[config.mk]
export PLATFORM = sky130hd
export DESIGN_NAME = note_lane_renderer
export DESIGN_NICKNAME = d
export VERILOG_FILES = /design/src/rtl/guitar_pkg.sv /design/src/rtl/note_slot_bank.sv /design/src/rtl/note_lane_renderer.sv
export SDC_FILE = /design/constraint.sdc
export NUM_CORES = 1
export LEC_CHECK = 0
export CAP_MARGIN = 20
export CORE_MARGIN = 2
export CORE_UTILIZATION = 45
export DETAILED_ROUTE_END_ITERATION = 8
export PLACE_DENSITY = 0.75
export SETUP_SLACK_MARGIN = 0.2
export SYNTH_ARGS = -nofsm -noshare
export SYNTH_HDL_FRONTEND = slang
export SYNTH_SLANG_ARGS = --single-unit
[constraint.sdc]
create_clock -name Clk -period 6.3 [get_ports Clk]
set_clock_uncertainty 0.15 [all_clocks]
set_input_delay 1.89 -clock Clk [delete_from_list [all_inputs] [get_ports Clk]]
set_output_delay 1.89 -clock Clk [all_outputs]
set_load 0.01 [all_outputs]
[src/rtl/guitar_pkg.sv]
// Shared screen geometry, sprite constants and the note slot record for the
// guitar-game video path.
package guitar_pkg;

  localparam int SCREEN_W   = 640;
  localparam int SCREEN_H   = 480;
  localparam int SPRITE_DIM = 64;

  localparam logic [23:0] KEY_COLOR = 24'hFF00FF;

  // One falling note: y is the signed top row, negative while above the screen.
  typedef struct packed {
    logic               valid;
    logic signed [10:0] y;
  } note_slot_t;

endpackage

[src/rtl/note_slot_bank.sv]
// Slot array for one fret lane: spawn allocation, per-frame scrolling,
// expiry off the screen bottom and the miss pulse.
module note_slot_bank
  import guitar_pkg::*;
#(
  parameter int NUM_NOTES = 4
) (
  input  logic                         Clk,
  input  logic                         Reset,
  input  logic                         frame_start,
  input  logic [2:0]                   speed,
  input  logic                         spawn,
  output logic                         spawn_ready,
  output logic                         miss_pulse,
  output note_slot_t [NUM_NOTES-1:0]   slots_o
);

  localparam logic signed [10:0] SPAWN_Y  = -(11'(SPRITE_DIM));
  localparam logic signed [10:0] EXPIRE_Y = 11'(SCREEN_H);

  note_slot_t [NUM_NOTES-1:0] slots_q, slots_d;
  logic                       miss_q, miss_d;
  logic signed [10:0]         adv_y [NUM_NOTES];
  logic                       free_found;

  always_comb begin
    for (int i = 0; i < NUM_NOTES; i++) begin
      adv_y[i] = slots_q[i].y + $signed({8'b0, speed});
    end
  end

  // NOTE: every variable gets its default before any branch, so no path
  // leaves a value unassigned and no latch is inferred.
  always_comb begin
    slots_d    = slots_q;
    miss_d     = 1'b0;
    free_found = 1'b0;

    if (frame_start) begin
      for (int i = 0; i < NUM_NOTES; i++) begin
        if (slots_q[i].valid) begin
          if (adv_y[i] >= EXPIRE_Y) begin
            slots_d[i].valid = 1'b0;
            miss_d           = 1'b1;
          end else begin
            slots_d[i].y = adv_y[i];
          end
        end
      end
    end

    // Allocation looks at pre-edge state, so a slot freed by this frame's
    // advance cannot be taken by a spawn in the same cycle.
    for (int i = 0; i < NUM_NOTES; i++) begin
      if (!free_found && !slots_q[i].valid) begin
        free_found = 1'b1;
        if (spawn) begin
          slots_d[i] = '{valid: 1'b1, y: SPAWN_Y};
        end
      end
    end
  end

  // NOTE: state registers use non-blocking assignments so every flop samples
  // pre-edge values regardless of process ordering. The slot array is a small
  // register file and must be reset so stale notes never render.
  always_ff @(posedge Clk or posedge Reset) begin
    if (Reset) begin
      slots_q <= '0;
      miss_q  <= 1'b0;
    end else begin
      slots_q <= slots_d;
      miss_q  <= miss_d;
    end
  end

  assign spawn_ready = free_found;
  assign miss_pulse  = miss_q;
  assign slots_o     = slots_q;

endmodule

[src/rtl/note_lane_renderer.sv]
// One fret lane of falling notes: hit test against the slot bank, sprite RAM
// addressing and alignment of the returned colour with its pixel.
module note_lane_renderer
  import guitar_pkg::*;
#(
  parameter int         NUM_NOTES = 4,
  parameter logic [9:0] LANE_X    = 10'd288
) (
  input  logic        Clk,
  input  logic        Reset,
  input  logic        frame_start,
  input  logic [2:0]  speed,
  input  logic        spawn,
  output logic        spawn_ready,
  input  logic [9:0]  DrawX,
  input  logic [9:0]  DrawY,
  output logic [12:0] read_address,
  input  logic [23:0] rom_data,
  output logic        pixel_on,
  output logic [23:0] pixel_rgb,
  output logic        miss_pulse
);

  note_slot_t [NUM_NOTES-1:0] slots;

  note_slot_bank #(
    .NUM_NOTES (NUM_NOTES)
  ) u_bank (
    .Clk         (Clk),
    .Reset       (Reset),
    .frame_start (frame_start),
    .speed       (speed),
    .spawn       (spawn),
    .spawn_ready (spawn_ready),
    .miss_pulse  (miss_pulse),
    .slots_o     (slots)
  );

  logic signed [10:0]   dx;
  logic signed [10:0]   dy [NUM_NOTES];
  logic [NUM_NOTES-1:0] slot_hit;
  logic                 hit;
  logic [5:0]           hit_dy;

  // 0 <= d < 64 is equivalent to the upper five bits of the signed offset
  // being zero.
  always_comb begin
    dx = $signed({1'b0, DrawX}) - $signed({1'b0, LANE_X});
    for (int i = 0; i < NUM_NOTES; i++) begin
      dy[i]       = $signed({1'b0, DrawY}) - slots[i].y;
      slot_hit[i] = slots[i].valid && (dx[10:6] == 5'd0) && (dy[i][10:6] == 5'd0);
    end
  end

  // Scan from the top index down so the lowest-index hit is written last.
  always_comb begin
    hit    = 1'b0;
    hit_dy = '0;
    for (int i = NUM_NOTES - 1; i >= 0; i--) begin
      if (slot_hit[i]) begin
        hit    = 1'b1;
        hit_dy = dy[i][5:0];
      end
    end
  end

  logic [12:0] addr_q, addr_d;
  logic        hit_d1_q, hit_d2_q;
  logic        pixel_on_q, pixel_on_d;
  logic [23:0] pixel_rgb_q, pixel_rgb_d;

  always_comb begin
    addr_d      = hit ? {1'b0, hit_dy, dx[5:0]} : 13'd0;
    pixel_on_d  = hit_d2_q && (rom_data != KEY_COLOR);
    pixel_rgb_d = pixel_on_d ? rom_data : 24'h000000;
  end

  always_ff @(posedge Clk or posedge Reset) begin
    if (Reset) begin
      addr_q      <= '0;
      hit_d1_q    <= 1'b0;
      hit_d2_q    <= 1'b0;
      pixel_on_q  <= 1'b0;
      pixel_rgb_q <= '0;
    end else begin
      addr_q      <= addr_d;
      hit_d1_q    <= hit;
      hit_d2_q    <= hit_d1_q;
      pixel_on_q  <= pixel_on_d;
      pixel_rgb_q <= pixel_rgb_d;
    end
  end

  assign read_address = addr_q;
  assign pixel_on     = pixel_on_q;
  assign pixel_rgb    = pixel_rgb_q;

endmodule
==> flow_summary.rst <==
.. list-table::
   :header-rows: 1

   * - Metric
     - Value
   * - Max Fclk
     - ~0.19 GHz
   * - Biggest fanout along the worst timing path
     - 8
   * - Worst hold margin
     - 0.208 ns
   * - Std cell rows
     - 43
   * - Cell class contributing the biggest share of worst-path delay
     - compound AO/OA/AOI/OAI gates
   * - Length of routed wiring on met1
     - about 7300 um
   * - Detail-routed net length per standard cell
     - roughly 17 um
   * - Final worst-path cycle share
     - roughly 80%
   * - Syn-to-layout area delta
     - 21.1%
   * - Final cell area excluding filler cells
     - ~8000 um2
   * - Initial antenna violation count
     - 0
   * - Mapped Cells
     - 730
   * - Via count of the routed design
     - 5,705
   * - Start point of the critical path
     - DrawY[1]
   * - Final setup violation count
     - 0
   * - All-Layer GR Usage
     - between 20% and 30%
   * - #FFs+latches synth
     - 88
   * - Sequential area share after synthesis
     - 33.8%
   * - Met2 Routed Length
     - a little over 8000 um
   * - Main area contributors after synthesis
     - dfrtp_1 34%, ha_1 10%, xnor2_1 4.3%, nor2_1 3.6%, inv_1 3.5%
   * - Number of I/O pins
     - 91
   * - Worst Hold Class
     - reg -> reg
   * - TritonCTS clock tree
     - built
   * - Capturing element type of the critical path
     - register
   * - Critical path destination
     - read_address[3]
   * - Number of flops mapped to enable cells by yosys
     - 0
   * - Top layer reached by signal wires
     - met4
   * - Number of hold buffers added after CTS
     - 0
   * - Critical setup path kind
     - in -> reg
   * - Crit start category
     - input port
   * - First-pass GRT wire length
     - around 27,000 um
   * - Final period demand of the worst path
     - ~5.2 ns
   * - Count of synthesis-stage warnings from yosys
     - 0
   * - Maximum ir drop on the vdd rail
     - around 0.25 mV
   * - Required time reported for the critical path endpoint
     - around 6.4 ns
   * - Share of layout cells above drive strength 1
     - 4.50%
   * - Cell total after placement
     - 986
   * - Commonest register cell after synthesis
     - dfrtp_1
   * - Total of cells resized after clock tree synthesis
     - 0
   * - Reg-to-reg slack, setup
     - between 2 and 3 ns
   * - Maximum level of the CTS H-tree
     - 3
   * - Total gr overflow
     - 0
   * - Post-detailed-placement cell area
     - 7590 um2
   * - Most common cell in the netlist
     - dfrtp_1
   * - Power consumption
     - about 2.9 mW
   * - Die width
     - 124 um
   * - Final wirelength
     - between 15,000 and 20,000 um
   * - Result of the run
     - finished clean
   * - Sum of net half-perimeters after detailed placement
     - around 13,000 um
   * - Post-synthesis cell type with the largest combined area
     - dfrtp_1
   * - Unrepaired setup endpoints after global routing
     - no
   * - CP bufs+invs
     - 1
   * - Number of DRC violations after detailed-routing iteration 0
     - approximately 400
   * - Vias per cell
     - between 5 and 6
   * - Routed met3 length
     - approximately 860 um
   * - Core region area
     - 14,000 um2
   * - Worst Reg-to-Reg Cells
     - 11
   * - Clock insertion delay at the later pin of the skew report
     - around 0.36 ns
   * - Antenna viol nets, final
     - 0
   * - DRC violation count after routing
     - 0
   * - CP max-delay cell
     - clkdlybuf4s50_1
   * - Fin Setup TNS
     - 0 ns
   * - Synthesized area per cell
     - between 8 and 9 um2
   * - Max-capacitance violation count
     - 0
   * - Via count of the first global-routing pass
     - 5,425
   * - Library cells used by synthesis
     - 74
   * - Area of the mapped netlist
     - around 6500 um2
   * - Clock-pin slew reported for the worst setup and hold paths after clock tree synthesis
     - about 0.06 ns
   * - Starting utilization of the core area
     - a little under half
   * - Clock buffers created by TritonCTS
     - 9
   * - Leakage Power
     - roughly 3.5 nW
   * - Most frequent cells after synthesis
     - 88 x dfrtp_1, 63 x nor2_1, 61 x inv_1
   * - Endpoint of the lowest-slack register-to-register path
     - read_address[3]
   * - Final #Nets
     - slightly above 900
   * - Largest net degree at the start of global routing
     - 54
   * - Slew Limit Fails
     - 0
   * - Max Buffers Root-to-Sink
     - 2
   * - Maximum cell stage delay along the critical path
     - a little under 0.7 ns
   * - Proportion of synthesized flip-flops having asynchronous set or reset
     - between 90% and 100%
   * - Port Buffers
     - 89
   * - Number of nets in the synthesized netlist
     - around 840
   * - Data arrival time of the worst path
     - ~5.2 ns
   * - Post-CTS setup buffer count
     - 0
   * - Area of the die
     - between 15,000 and 20,000 um2
   * - Final std cells w/o fill
     - roughly 1,000
   * - List of cells traversed by the critical path
     - clkdlybuf4s50_1, fa_1, a211oi_1, o211ai_1, and3_1, a311oi_1, a2111o_1, and2_4, nor3b_2, nor2b_1
   * - Total clock sinks
     - 88
   * - Routability-driven placement congestion ratio
     - about 0.95
   * - Inserted Diodes
     - 0
   * - Die H
     - around 120 um
   * - Clk root buf
     - clkbuf_16
   * - Final Hold Viols
     - 0
   * - Pwr Density
     - roughly 370 nW/um2
   * - Launch instance of the worst register-to-register path
     - u_bank.slots_o[12]
   * - Total stage count of the critical path
     - 10
   * - Headroom to the max-slew limit
     - 39.3%
   * - Tightest Pin Transition
     - between 0.9 and 1 ns
   * - DRT Pass-1 Iters
     - 5
   * - Area share of the leading cell type in the synthesized netlist
     - 33.8%
==> how the worst min path moves through the flow <==
stage,start,cells after the start,end
final,hit_d1_q,0,hit_d2_q
after floorplan,hit_d1_q,0,hit_d2_q
after CTS,hit_d1_q,0,hit_d2_q
after global routing,hit_d1_q,0,hit_d2_q
after global placement,hit_d1_q,0,hit_d2_q
after detailed placement,hit_d1_q,0,hit_d2_q
==> report_power, final <==
| group | leakage, nW | internal, mW | switching (mW) |
|---|---|---|---|
| clock network | 0.148 | 0.313 | 0.242 |
| registers | 1.07 | 0.691 | 0.164 |
| logic | 2.32 | 0.643 | 0.830 |
| total | 3.54 | 1.65 | 1.24 |
==> state kept, by name, indices dropped and copies added, names as in the netlist <==
register,count
u_bank.slots_o,48
hit_d2_q,1
pixel_on,1
u_bank.miss_pulse,1
hit_d1_q,1
read_address,12
pixel_rgb,24
==> worst reg2reg max path, stage by stage, from the launching register on <==
cell and delay (ns):
dfrtp_1 0.41, ha_1 0.20, inv_1 0.06, fa_1 0.44
a211oi_1 0.41, o211ai_1 0.18, and3_1 0.17, a311oi_1 0.21
a2111o_1 0.26, and2_4 0.22, nor3b_2 0.49, nor2b_1 0.11
==> cell type report <==
type	instances	area, um2
fill	1240	6100
inverter	61	230
multi-input combinational	562	3990
clock inverter	6	73.8
sequential	88	2200
clock buffer	10	229
timing repair buffer	95	936
tap	180	225
==> placed cells by master, fill, tap and decap left out, drive strengths merged, types with 4 or more instances in the layout <==
cell,n
a211oi,16
a21o,19
a21oi,37
a31oi,13
and2,28
and3,7
and4,4
buf,6
clkbuf,10
clkdlybuf4s50,89
dfrtp,88
fa,8
ha,53
inv,63
mux2i,16
nand2,47
nand2b,8
nand3,26
nand3b,6
nand4,15
nor2,63
nor2b,14
nor3,17
nor3b,4
nor4,9
nor4b,5
o2111ai,7
o211ai,6
o21a,7
o21ai,28
o21bai,4
o22ai,4
or4,4
xnor2,32
xor2,9
==> metrics by stage <==
| step | util [%] | setup WS, ns |
|---|---|---|
| 6_report | 56.4 | 1.12 |
| 5_1_grt | 56.4 | 0.874 |
| 4_1_cts | 56.4 | 1.11 |
| 3_5_place_dp | 54.2 | 0.750 |
| 3_3_place_gp | 54.2 | 0.873 |
| 2_1_floorplan | - | 1.84 |
==> routing by layer <==
metal / GRT usage [%] / vias to the layer above
li1: - / 2813
met1: 28.3 / 2694
met2: 36.2 / 156
met3: 4.25 / 42
met4: 9.85 / 0
met5: 0 / -
==> logic make-up (layout without fill, tap and decap cells) <==
logic type / count (synthesis) / in the layout / share of synthesized area (%)
simple gates: 270 / 270 / 22.2
other cells: 1 / 1 / 0.0576
compound gates: 170 / 170 / 17.9
flops: 88 / 88 / 33.8
buf+inv: 80 / 172 / 4.88
xor+xnor: 41 / 41 / 5.51
mux: 19 / 19 / 2.98
fa+ha+maj: 61 / 61 / 12.6
(Power assumes the default switching activity.)
